$ cat config.mk
export PLATFORM = sky130hd
export DESIGN_NAME = uart_rx
export DESIGN_NICKNAME = d
export VERILOG_FILES = /design/src/rtl/uart_pkg.sv /design/src/rtl/uart_baud_nco.sv /design/src/rtl/uart_rx.sv
export SDC_FILE = /design/constraint.sdc
export NUM_CORES = 1
export LEC_CHECK = 0
export CAP_MARGIN = 40
export CORE_MARGIN = 2
export CORE_UTILIZATION = 35
export DETAILED_ROUTE_END_ITERATION = 7
export GPL_TIMING_DRIVEN = 0
export MAX_ROUTING_LAYER = met4
export SYNTH_ARGS = -nofsm -noshare
export SYNTH_HDL_FRONTEND = slang
export SYNTH_SLANG_ARGS = --single-unit
$ cat constraint.sdc
create_clock -name clk -period 2.3 [get_ports clk]
set_input_delay 0.46 -clock clk [delete_from_list [all_inputs] [get_ports clk]]
set_output_delay 0.46 -clock clk [all_outputs]
set_load 0.005 [all_outputs]
$ cat src/rtl/uart_pkg.sv
// ----------------------------------------------------------------------------
// uart_pkg
//   Shared definitions for the UART receive path (and its uart_tx companion):
//   FSM state encoding, oversampling constants, the default NCO increment and
//   a 3-input majority helper.
//
//   Optional feature macro: UART_RX_PARITY_EN (used by uart_rx; the PARITY
//   state value is always present in the enum so both builds share encoding).
// ----------------------------------------------------------------------------
package uart_pkg;

    typedef enum logic [2:0] {
        IDLE   = 3'd0,
        START  = 3'd1,
        DATA   = 3'd2,
        PARITY = 3'd3,
        STOP   = 3'd4
    } uart_state_t;

    // Ticks per bit; the 3-bit tick counter relies on this being 8.
    localparam int          OVERSAMPLE = 8;

    // Tick indices inside a bit at which rx is sampled for the majority vote.
    localparam logic [2:0]  SAMPLE_T0  = 3'd3;
    localparam logic [2:0]  SAMPLE_T1  = 3'd4;
    localparam logic [2:0]  SAMPLE_T2  = 3'd5;

    // Last tick index of a bit; the tick seen here closes the bit.
    localparam logic [2:0]  TCNT_LAST  = 3'd7;

    // 115200 baud * 8 oversample * 2^32 / 240 MHz.
    localparam logic [31:0] DELTA_DEFAULT = 32'd16492674;

    function automatic logic majority3(input logic a, input logic b, input logic c);
        return (a & b) | (a & c) | (b & c);
    endfunction

endpackage

$ cat src/rtl/uart_baud_nco.sv
// ----------------------------------------------------------------------------
// uart_baud_nco
//   Free-running 32-bit phase accumulator. The carry out of each addition is
//   registered and presented as a single-cycle tick, giving an average tick
//   rate of CLK_HZ * DELTA / 2^32 with +/-1 clk jitter. Never cleared except by
//   reset, so it can be shared by transmit and receive paths.
//
// Ports
//   clk    in   system clock
//   rst_n  in   asynchronous reset, active-low
//   tick   out  1-cycle pulse at OVERSAMPLE x baud
// ----------------------------------------------------------------------------
module uart_baud_nco #(
    parameter logic [31:0] DELTA = uart_pkg::DELTA_DEFAULT
) (
    input  logic clk,
    input  logic rst_n,
    output logic tick
);

    logic [31:0] r_accum;
    logic        r_tick;
    logic [32:0] w_sum;

    assign w_sum = {1'b0, r_accum} + {1'b0, DELTA};

    always_ff @(posedge clk or negedge rst_n) begin
        if (!rst_n) begin
            r_accum <= 32'd0;
            r_tick  <= 1'b0;
        end else begin
            r_accum <= w_sum[31:0];
            r_tick  <= w_sum[32];
        end
    end

    assign tick = r_tick;

endmodule

$ cat src/rtl/uart_rx.sv
// ----------------------------------------------------------------------------
// uart_rx
//   UART receiver, 8N1, LSB first (8E1 when UART_RX_PARITY_EN is defined).
//   rx passes through a 2-FF synchroniser; a falling edge on the synchronised
//   line starts a frame. Each bit is decided by a majority of three samples
//   taken at oversample ticks 3, 4 and 5. A received byte is delivered as a
//   1-cycle valid pulse; there is no back-pressure.
//
//   Optional feature macro: UART_RX_PARITY_EN
//     defined   : even-parity bit after the data, parity_err port present
//     undefined : frame = start + 8 data + stop, no parity_err port
//
// Ports
//   clk         in   system clock
//   rst_n       in   asynchronous reset, active-low
//   rx          in   serial line, asynchronous, idle high
//   data        out  last good byte, held until the next valid
//   valid       out  1-cycle pulse, data updated, stop bit good
//   frame_err   out  1-cycle pulse, stop bit sampled 0, data not updated
//   parity_err  out  (UART_RX_PARITY_EN) pulses with valid on bad parity
//   busy        out  high from start-edge detect until stop bit sampled
//   dbg_state   out  current FSM state
// ----------------------------------------------------------------------------
module uart_rx
    import uart_pkg::*;
#(
    parameter logic [31:0] DELTA = DELTA_DEFAULT
) (
    input  logic        clk,
    input  logic        rst_n,
    input  logic        rx,
    output logic [7:0]  data,
    output logic        valid,
    output logic        frame_err,
`ifdef UART_RX_PARITY_EN
    output logic        parity_err,
`endif
    output logic        busy,
    output uart_state_t dbg_state
);

    logic        w_tick;

    // Synchroniser and edge detector; reset to 1 so reset looks like idle.
    logic        r_sync1;
    logic        r_sync2;
    logic        r_rx_d;
    logic        w_fall;

    uart_state_t r_state,  w_state_nxt;
    logic [2:0]  r_tcnt,   w_tcnt_nxt;
    logic [2:0]  r_idx,    w_idx_nxt;
    logic [7:0]  r_shreg,  w_shreg_nxt;
    logic        r_s3,     w_s3_nxt;
    logic        r_s4,     w_s4_nxt;
    logic [7:0]  r_data,   w_data_nxt;
    logic        r_valid,  w_valid_nxt;
    logic        r_ferr,   w_ferr_nxt;
`ifdef UART_RX_PARITY_EN
    logic        r_par,    w_par_nxt;
    logic        r_perr,   w_perr_nxt;
`endif

    logic        w_mid;
    logic        w_wrap;
    logic        w_maj;

    uart_baud_nco #(.DELTA(DELTA)) u_nco (
        .clk   (clk),
        .rst_n (rst_n),
        .tick  (w_tick)
    );

    assign w_fall = r_rx_d & ~r_sync2;

    // Decision point is the third sample tick; the two earlier samples are
    // held in r_s3/r_s4 and combined with the live synchronised value.
    assign w_mid  = w_tick && (r_tcnt == SAMPLE_T2);
    assign w_wrap = w_tick && (r_tcnt == TCNT_LAST);
    assign w_maj  = majority3(r_s3, r_s4, r_sync2);

    always_comb begin
        w_state_nxt = r_state;
        w_tcnt_nxt  = w_tick ? (r_tcnt + 3'd1) : r_tcnt;
        w_idx_nxt   = r_idx;
        w_shreg_nxt = r_shreg;
        w_s3_nxt    = r_s3;
        w_s4_nxt    = r_s4;
        w_data_nxt  = r_data;
        w_valid_nxt = 1'b0;
        w_ferr_nxt  = 1'b0;
`ifdef UART_RX_PARITY_EN
        w_par_nxt   = r_par;
        w_perr_nxt  = 1'b0;
`endif

        if (w_tick && (r_tcnt == SAMPLE_T0)) w_s3_nxt = r_sync2;
        if (w_tick && (r_tcnt == SAMPLE_T1)) w_s4_nxt = r_sync2;

        case (r_state)
            IDLE: begin
                // Edge-triggered only: a line held low cannot start a frame.
                if (w_fall) begin
                    w_state_nxt = START;
                    w_tcnt_nxt  = 3'd0;
                end
            end
            START: begin
                if (w_mid) begin
                    // High at mid start bit: glitch, drop back silently.
                    if (w_maj) w_state_nxt = IDLE;
                end else if (w_wrap) begin
                    w_state_nxt = DATA;
                    w_idx_nxt   = 3'd0;
                end
            end
            DATA: begin
                if (w_mid) begin
                    w_shreg_nxt = {w_maj, r_shreg[7:1]};
                end else if (w_wrap) begin
                    if (r_idx == 3'd7) begin
`ifdef UART_RX_PARITY_EN
                        w_state_nxt = PARITY;
`else
                        w_state_nxt = STOP;
`endif
                    end else begin
                        w_idx_nxt = r_idx + 3'd1;
                    end
                end
            end
`ifdef UART_RX_PARITY_EN
            PARITY: begin
                if (w_mid) begin
                    w_par_nxt = w_maj;
                end else if (w_wrap) begin
                    w_state_nxt = STOP;
                end
            end
`endif
            STOP: begin
                // Leave at mid stop bit so a back-to-back start edge is seen.
                if (w_mid) begin
                    w_state_nxt = IDLE;
                    if (w_maj) begin
                        w_data_nxt  = r_shreg;
                        w_valid_nxt = 1'b1;
`ifdef UART_RX_PARITY_EN
                        w_perr_nxt  = (r_par != (^r_shreg));
`endif
                    end else begin
                        w_ferr_nxt  = 1'b1;
                    end
                end
            end
            default: begin
                w_state_nxt = IDLE;
            end
        endcase
    end

    always_ff @(posedge clk or negedge rst_n) begin
        if (!rst_n) begin
            r_sync1 <= 1'b1;
            r_sync2 <= 1'b1;
            r_rx_d  <= 1'b1;
            r_state <= IDLE;
            r_tcnt  <= 3'd0;
            r_idx   <= 3'd0;
            r_shreg <= 8'h00;
            r_s3    <= 1'b1;
            r_s4    <= 1'b1;
            r_data  <= 8'h00;
            r_valid <= 1'b0;
            r_ferr  <= 1'b0;
`ifdef UART_RX_PARITY_EN
            r_par   <= 1'b0;
            r_perr  <= 1'b0;
`endif
        end else begin
            r_sync1 <= rx;
            r_sync2 <= r_sync1;
            r_rx_d  <= r_sync2;
            r_state <= w_state_nxt;
            r_tcnt  <= w_tcnt_nxt;
            r_idx   <= w_idx_nxt;
            r_shreg <= w_shreg_nxt;
            r_s3    <= w_s3_nxt;
            r_s4    <= w_s4_nxt;
            r_data  <= w_data_nxt;
            r_valid <= w_valid_nxt;
            r_ferr  <= w_ferr_nxt;
`ifdef UART_RX_PARITY_EN
            r_par   <= w_par_nxt;
            r_perr  <= w_perr_nxt;
`endif
        end
    end

    assign data       = r_data;
    assign valid      = r_valid;
    assign frame_err  = r_ferr;
`ifdef UART_RX_PARITY_EN
    assign parity_err = r_perr;
`endif
    assign busy       = (r_state != IDLE);
    assign dbg_state  = r_state;

endmodule
# ---- After elaboration in Yosys (flattened, before gate mapping)
# Index checks and enable logic that the tools add are counted.
dict set report totals {
  input_bits 3
  regBits 65
  wordCells 77
}
dict set report classes {
  n_mux 24
  n_reduce_logical 11
  bitwise 7
  addsub 3
  n_eq_ne 18
}
# op count
set ops {}
lappend ops {{3-bit 2-to-1 mux} 16}
lappend ops {{32-bit by 24-bit adder with 33-bit output, second input constant} 1}
lappend ops {{2-bit != test, second input constant} 8}
lappend ops {{3-bit equality test, second input constant} 5}
lappend ops {{3-bit one-hot mux with 4 select lines} 1}
lappend ops {{7-bit AND reduction} 1}
lappend ops {{3-bit by 1-bit adder with 3-bit output, second input constant} 2}
lappend ops {{3-bit by 2-bit equality test with 1-bit output, second input constant} 2}
lappend ops {{1-bit 2-to-1 mux} 6}
lappend ops {{3-bit != test, second input constant} 2}
lappend ops {{3-bit one-hot mux with 2 select lines} 1}
lappend ops {{6-bit AND reduction} 1}
lappend ops {{1-bit AND} 4}
lappend ops {{1-bit logical AND} 4}
lappend ops {{3-bit by 1-bit equality test with 1-bit output, second input constant} 1}
lappend ops {{3-bit zero test} 1}
lappend ops {{3-bit AND reduction} 1}
lappend ops {{3-bit nonzero test} 1}
lappend ops {{1-bit OR} 2}
lappend ops {{2-bit AND reduction} 1}
lappend ops {{2-bit nonzero test} 1}
lappend ops {{1-bit NOT} 1}

# ---- Logic depth before layout (Yosys ltp)
dict set report logic_depth {
  word_depth 6
  ltp_mapped 8
  depth_no_buf 7
}

# ---- Cells and area by module
# From an unflattened synthesis, not the netlist that was laid out.
dict set report hier_totals {
  cells_unflattened 247
  area_unflattened_um2 2942.8
}
# mod cells_each area_per_inst_um2 n_inst seq_area_each_um2
set by_module_without_submodules {}
lappend by_module_without_submodules {uart_baud_nco 139 1529.0 1 800.8}
lappend by_module_without_submodules {uart_rx 108 1413.9 1 807.0}

# ---- Least setup slack after synthesis
# No wires, ideal clock.
dict set report synth_path {
  path_kind {reg2reg}
  start {reg r_tcnt[0]}
  end {reg r_idx[0]}
  n_path_buf 1
  setup_slack_ns 0.416
  arrival_time_ns 1.759
  period_less_slack_ns 1.884
  path_stages_with_launch 7
  path_cell_list {dfrtp_1 ha_1 and3_1 clkbuf_1 or3_1 a211o_1 mux2_2}
}
dict set report synth_via {
  elab_chain_len 4
}
# item line_no
set synth_rtl {}
lappend synth_rtl {{from (decl)} uart_rx.sv:51} ;# logic [2:0] r_tcnt, w_tcnt_nxt;
lappend synth_rtl {{from (signal assigned)} uart_rx.sv:185} ;# r_tcnt <= w_tcnt_nxt;
lappend synth_rtl {{3-bit equality test, on equally long branches} {uart_rx.sv:79, uart_rx.sv:78}}
lappend synth_rtl {{1-bit logical AND, on equally long branches} {uart_rx.sv:79, uart_rx.sv:78}}
lappend synth_rtl {{2-bit != test (no source line)} --}
lappend synth_rtl {{6-bit AND reduction (no source line) *} --}
lappend synth_rtl {{to (signal assigned)} uart_rx.sv:186} ;# r_idx <= w_idx_nxt;
lappend synth_rtl {{to (decl)} uart_rx.sv:52} ;# logic [2:0] r_idx, w_idx_nxt;
# Every way passes the cells marked *; elsewhere a longest branch is shown, timed or not.
# A chain may end at the register's enable or synchronous reset.

# ---- Final worst setup path
dict set report layout_path {
  start {reg r_state[2], in the netlist dbg_state[2]}
  end {out busy}
}
dict set report layout_via {
  elab_chain_len 1
}
# item line_no
set layout_rtl {}
lappend layout_rtl {{from (decl)} uart_rx.sv:50} ;# uart_state_t r_state, w_state_nxt;
lappend layout_rtl {{from (signal assigned)} uart_rx.sv:184} ;# r_state <= w_state_nxt;
lappend layout_rtl {{3-bit nonzero test} uart_rx.sv:206} ;# assign busy = (r_state != IDLE);
lappend layout_rtl {{to (decl)} uart_rx.sv:38} ;# output logic busy,
# Every way passes these cells.

==> run metrics <==
count of placed standard cells including taps 363; capture point of the worst reg-to-reg path r_idx[0]; number of standard cells in the layout, taps in and fillers out about 380; post-detailed-routing wire length 4560 um; Distinct cells, synth 50; post-synth top area cell sky130_fd_sc_hd__dfrtp_1; share of total power in combinational logic 2.6%; post-synth net total 253; number of nets at the end of the flow 278; first-iteration detailed-routing DRC count 61; Syn. warnings 0; TritonCTS clock tree yes; number of global-route vias before repair 1748; clock tree buffer depth 2; count of instances resized after the clock tree is built 0; hpwl dp slightly above 3000 um; ranking of synthesized cells by area sky130_fd_sc_hd__dfrtp_1 (52%), sky130_fd_sc_hd__xnor2_1 (5.2%), sky130_fd_sc_hd__dfstp_2 (4.6%), sky130_fd_sc_hd__mux2_2 (4.3%), sky130_fd_sc_hd__nand2_1 (4.2%); Clock H-tree levels 3; number of buffers created by CTS 9; timing-limited maximum frequency 457 MHz; final slew viol count 0; async set or reset register ratio after synthesis 100%; instance count of the mapped netlist 242; switching share of power 22.8%; power spent charging and discharging nets 497 uW; internal power between 1500 and 2000 uW; proportion of synthesized chip area in sequential cells a little under three fifths; number of register bits inferred by synthesis 64; worst-path cell with the longest stage delay sky130_fd_sc_hd__dfrtp_1; fraction of post-synthesis cell area in the top cell type by area 51.5%; depth of the worst register-to-register path 6; chain of cells forming the critical path or3_1, clkdlybuf4s50_1; Static Leak 0.00152 uW; clock input transition at the sequential cells of the worst setup and hold paths 0.08 ns; power density over the cells ~650 nW/um^2; area of the die 8930 um^2; total negative slack for setup checks 0 ns; max-capacitance violation count 0; Tcrit/Tclk final 95.2%; status finished, final reports clean; post-route antenna net violation count 0; clk sink count 64; core outline area between 8000 and 9000 um^2; Setup crit start dbg_state[2]; aggregate global-route resource usage 11.8%; Reg2Reg Launch Point r_tcnt[0]; number of buffers added on ports 16; netlist area before placement between 2000 and 3000 um^2; Arrival @ worst endpoint 1.73 ns; worst setup slack for register-to-register paths slightly below 0.3 ns; fraction of layout instances using a drive strength above 1 18.4%; worst endpoint required time 1.84 ns; source-to-sink clock delay at the later pin of the worst-skew pair about 0.34 ns; antenna violations before repair 0; post-route clock skew 0.00902 ns; number of detailed-route iterations in the first pass 4; total count of hold-check failures in the final report 0; EDFF count, synth 0; number of buffers added to fix hold violations after cts 0; fraction of the core area covered by cells at the end of the flow 41.4%; wire per inst approximately 12 um; unrepaired setup endpoints after global routing no; critical-path maximum fanout 10; Worst setup EP type output port; Vias 1796; ranking of synthesized cells by instance count sky130_fd_sc_hd__dfrtp_1 (59), sky130_fd_sc_hd__nand2_1 (32), sky130_fd_sc_hd__xnor2_1 (17); Period minus WS final 2.19 ns; Primary FF master, synth sky130_fd_sc_hd__dfrtp_1; routability congestion estimate from global placement 0.750; relative contribution of sequential cells to total power 52.1%; HP Class input pin to async pin; max-slew headroom at the worst pin 46.7%; critical path class register to output port; I/O pin cnt 17; initial standard-cell utilization of the core 35.4%; most frequent cell after synthesis sky130_fd_sc_hd__dfrtp_1; setup violators final 0; crit start category register; remaining global-route overflow 0; x dimension of the die 94.5 um; area grow syn2layout 17.0%; post-route cell area roughly 3400 um^2; maximum number of pins on one net before global-route repair 65; diode count 0; Remaining DRCs 0; clock tree root driver cell sky130_fd_sc_hd__clkbuf_8; detailed-route vias per instance 4.76; largest stage delay on the critical path 0.48 ns; height of the die 94.5 um; transition time at the pin with the least slew margin 0.800 ns; average size of a mapped cell 11.8 um^2; number of cell rows 33; post-detailed-placement cell area around 3200 um^2; IR drop worst, VDD 0.000531 V; power share of the clock group 45.3%; wire length of the first global-routing pass 7820 um; number of setup buffers added after CTS 0
==> metrics by stage <==
step | hold WS [ns] | worst slack (ns) | power, uW
global route | 0.250 | 0.0416 | 2290
detailed placement | 0.363 | 0.301 | 1220
finish | 0.169 | 0.111 | 2180
CTS | 0.220 | 0.00507 | 2220
floorplan | 0.164 | 0.416 | 1180
global placement | 0.361 | -1.34 | 1220
==> layer usage <==
metal,vias up,wire (um),GRT usage (%)
li1,898,-,-
met1,861,2230,14.0
met2,29,2030,17.6
met3,8,220,5.03
met4,0,86,5.19
met5,-,0,-
==> placed cells by master, fill, tap and decap left out, drive strengths merged, types with 2 or more instances in the layout <==
master | synthesis | routed
clkbuf | 3 | 11
or3 | 4 | 4
a211oi | 3 | 3
nor3b | 3 | 3
nand3b | 3 | 3
clkdlybuf4s50 | 0 | 15
nor3 | 2 | 2
mux2 | 11 | 11
nor2 | 11 | 11
ha | 8 | 8
nand3 | 9 | 9
a31oi | 2 | 2
o211ai | 4 | 4
clkinvlp | 0 | 2
clkinv | 1 | 3
buf | 2 | 3
xor2 | 11 | 11
dfrtp | 59 | 59
xnor2 | 17 | 17
o21ai | 11 | 11
and3 | 8 | 8
a22o | 2 | 2
a21oi | 6 | 6
inv | 5 | 6
and4 | 2 | 2
dfstp | 5 | 5
nand2 | 32 | 32
o21a | 2 | 2
==> flip-flops by register name, indices dropped and copies added (netlist names) <==
name,cells
u_nco.tick,1
frame_err,1
r_s3,1
r_sync1,1
r_tcnt,3
valid,1
r_rx_d,1
r_idx,3
r_s4,1
u_nco.r_accum,31
data,8
r_shreg,8
r_sync2,1
dbg_state,3
==> critical path, delay by kind of cell (launching register included) <==
kind	cells	cell delay (ns)
and+or+nand+nor	1	0.45
DFF	1	0.48
buffers and inverters	1	0.46
==> logic make-up (layout without fill, tap and decap cells) <==
logic type,count (synthesis),after routing,synth area share (%)
buf+inv,11,41,1.75
mux,12,12,4.67
flops,64,64,56.1
fa+ha+maj,9,9,3.84
compound gates,37,37,9.61
simple gates,81,81,15.5
xor+xnor,28,28,8.56
==> how the worst max path moves through the flow <==
stage / endpoint / slack (ns)
after global placement: u_nco.r_accum[26] / -1.34
after CTS: busy / 0.005
after global routing: busy / 0.04
after detailed placement: r_idx[0] / 0.30
after floorplan: r_idx[0] / 0.42
final: busy / 0.11
==> power by group through the flow <==
stage	logic (uW)	registers [uW]	clock network [uW]
finish	57.0	1140	988
global route	64.9	1140	1080
CTS	59.3	1140	1030
detailed placement	59.3	1160	0
global placement	58.9	1160	0
floorplan	17.8	1160	0
==> layout make-up <==
class / count / area, um^2
Fill cell: 808 / 4740
Buffer: 3 / 20.0
Clock inverter: 6 / 67.6
Tap cell: 105 / 131
Multi-Input combinational cell: 167 / 1210
Timing Repair Buffer: 16 / 158
Clock buffer: 10 / 138
Sequential cell: 64 / 1610
Inverter: 6 / 22.5
Power figures use the tool's default switching activity.
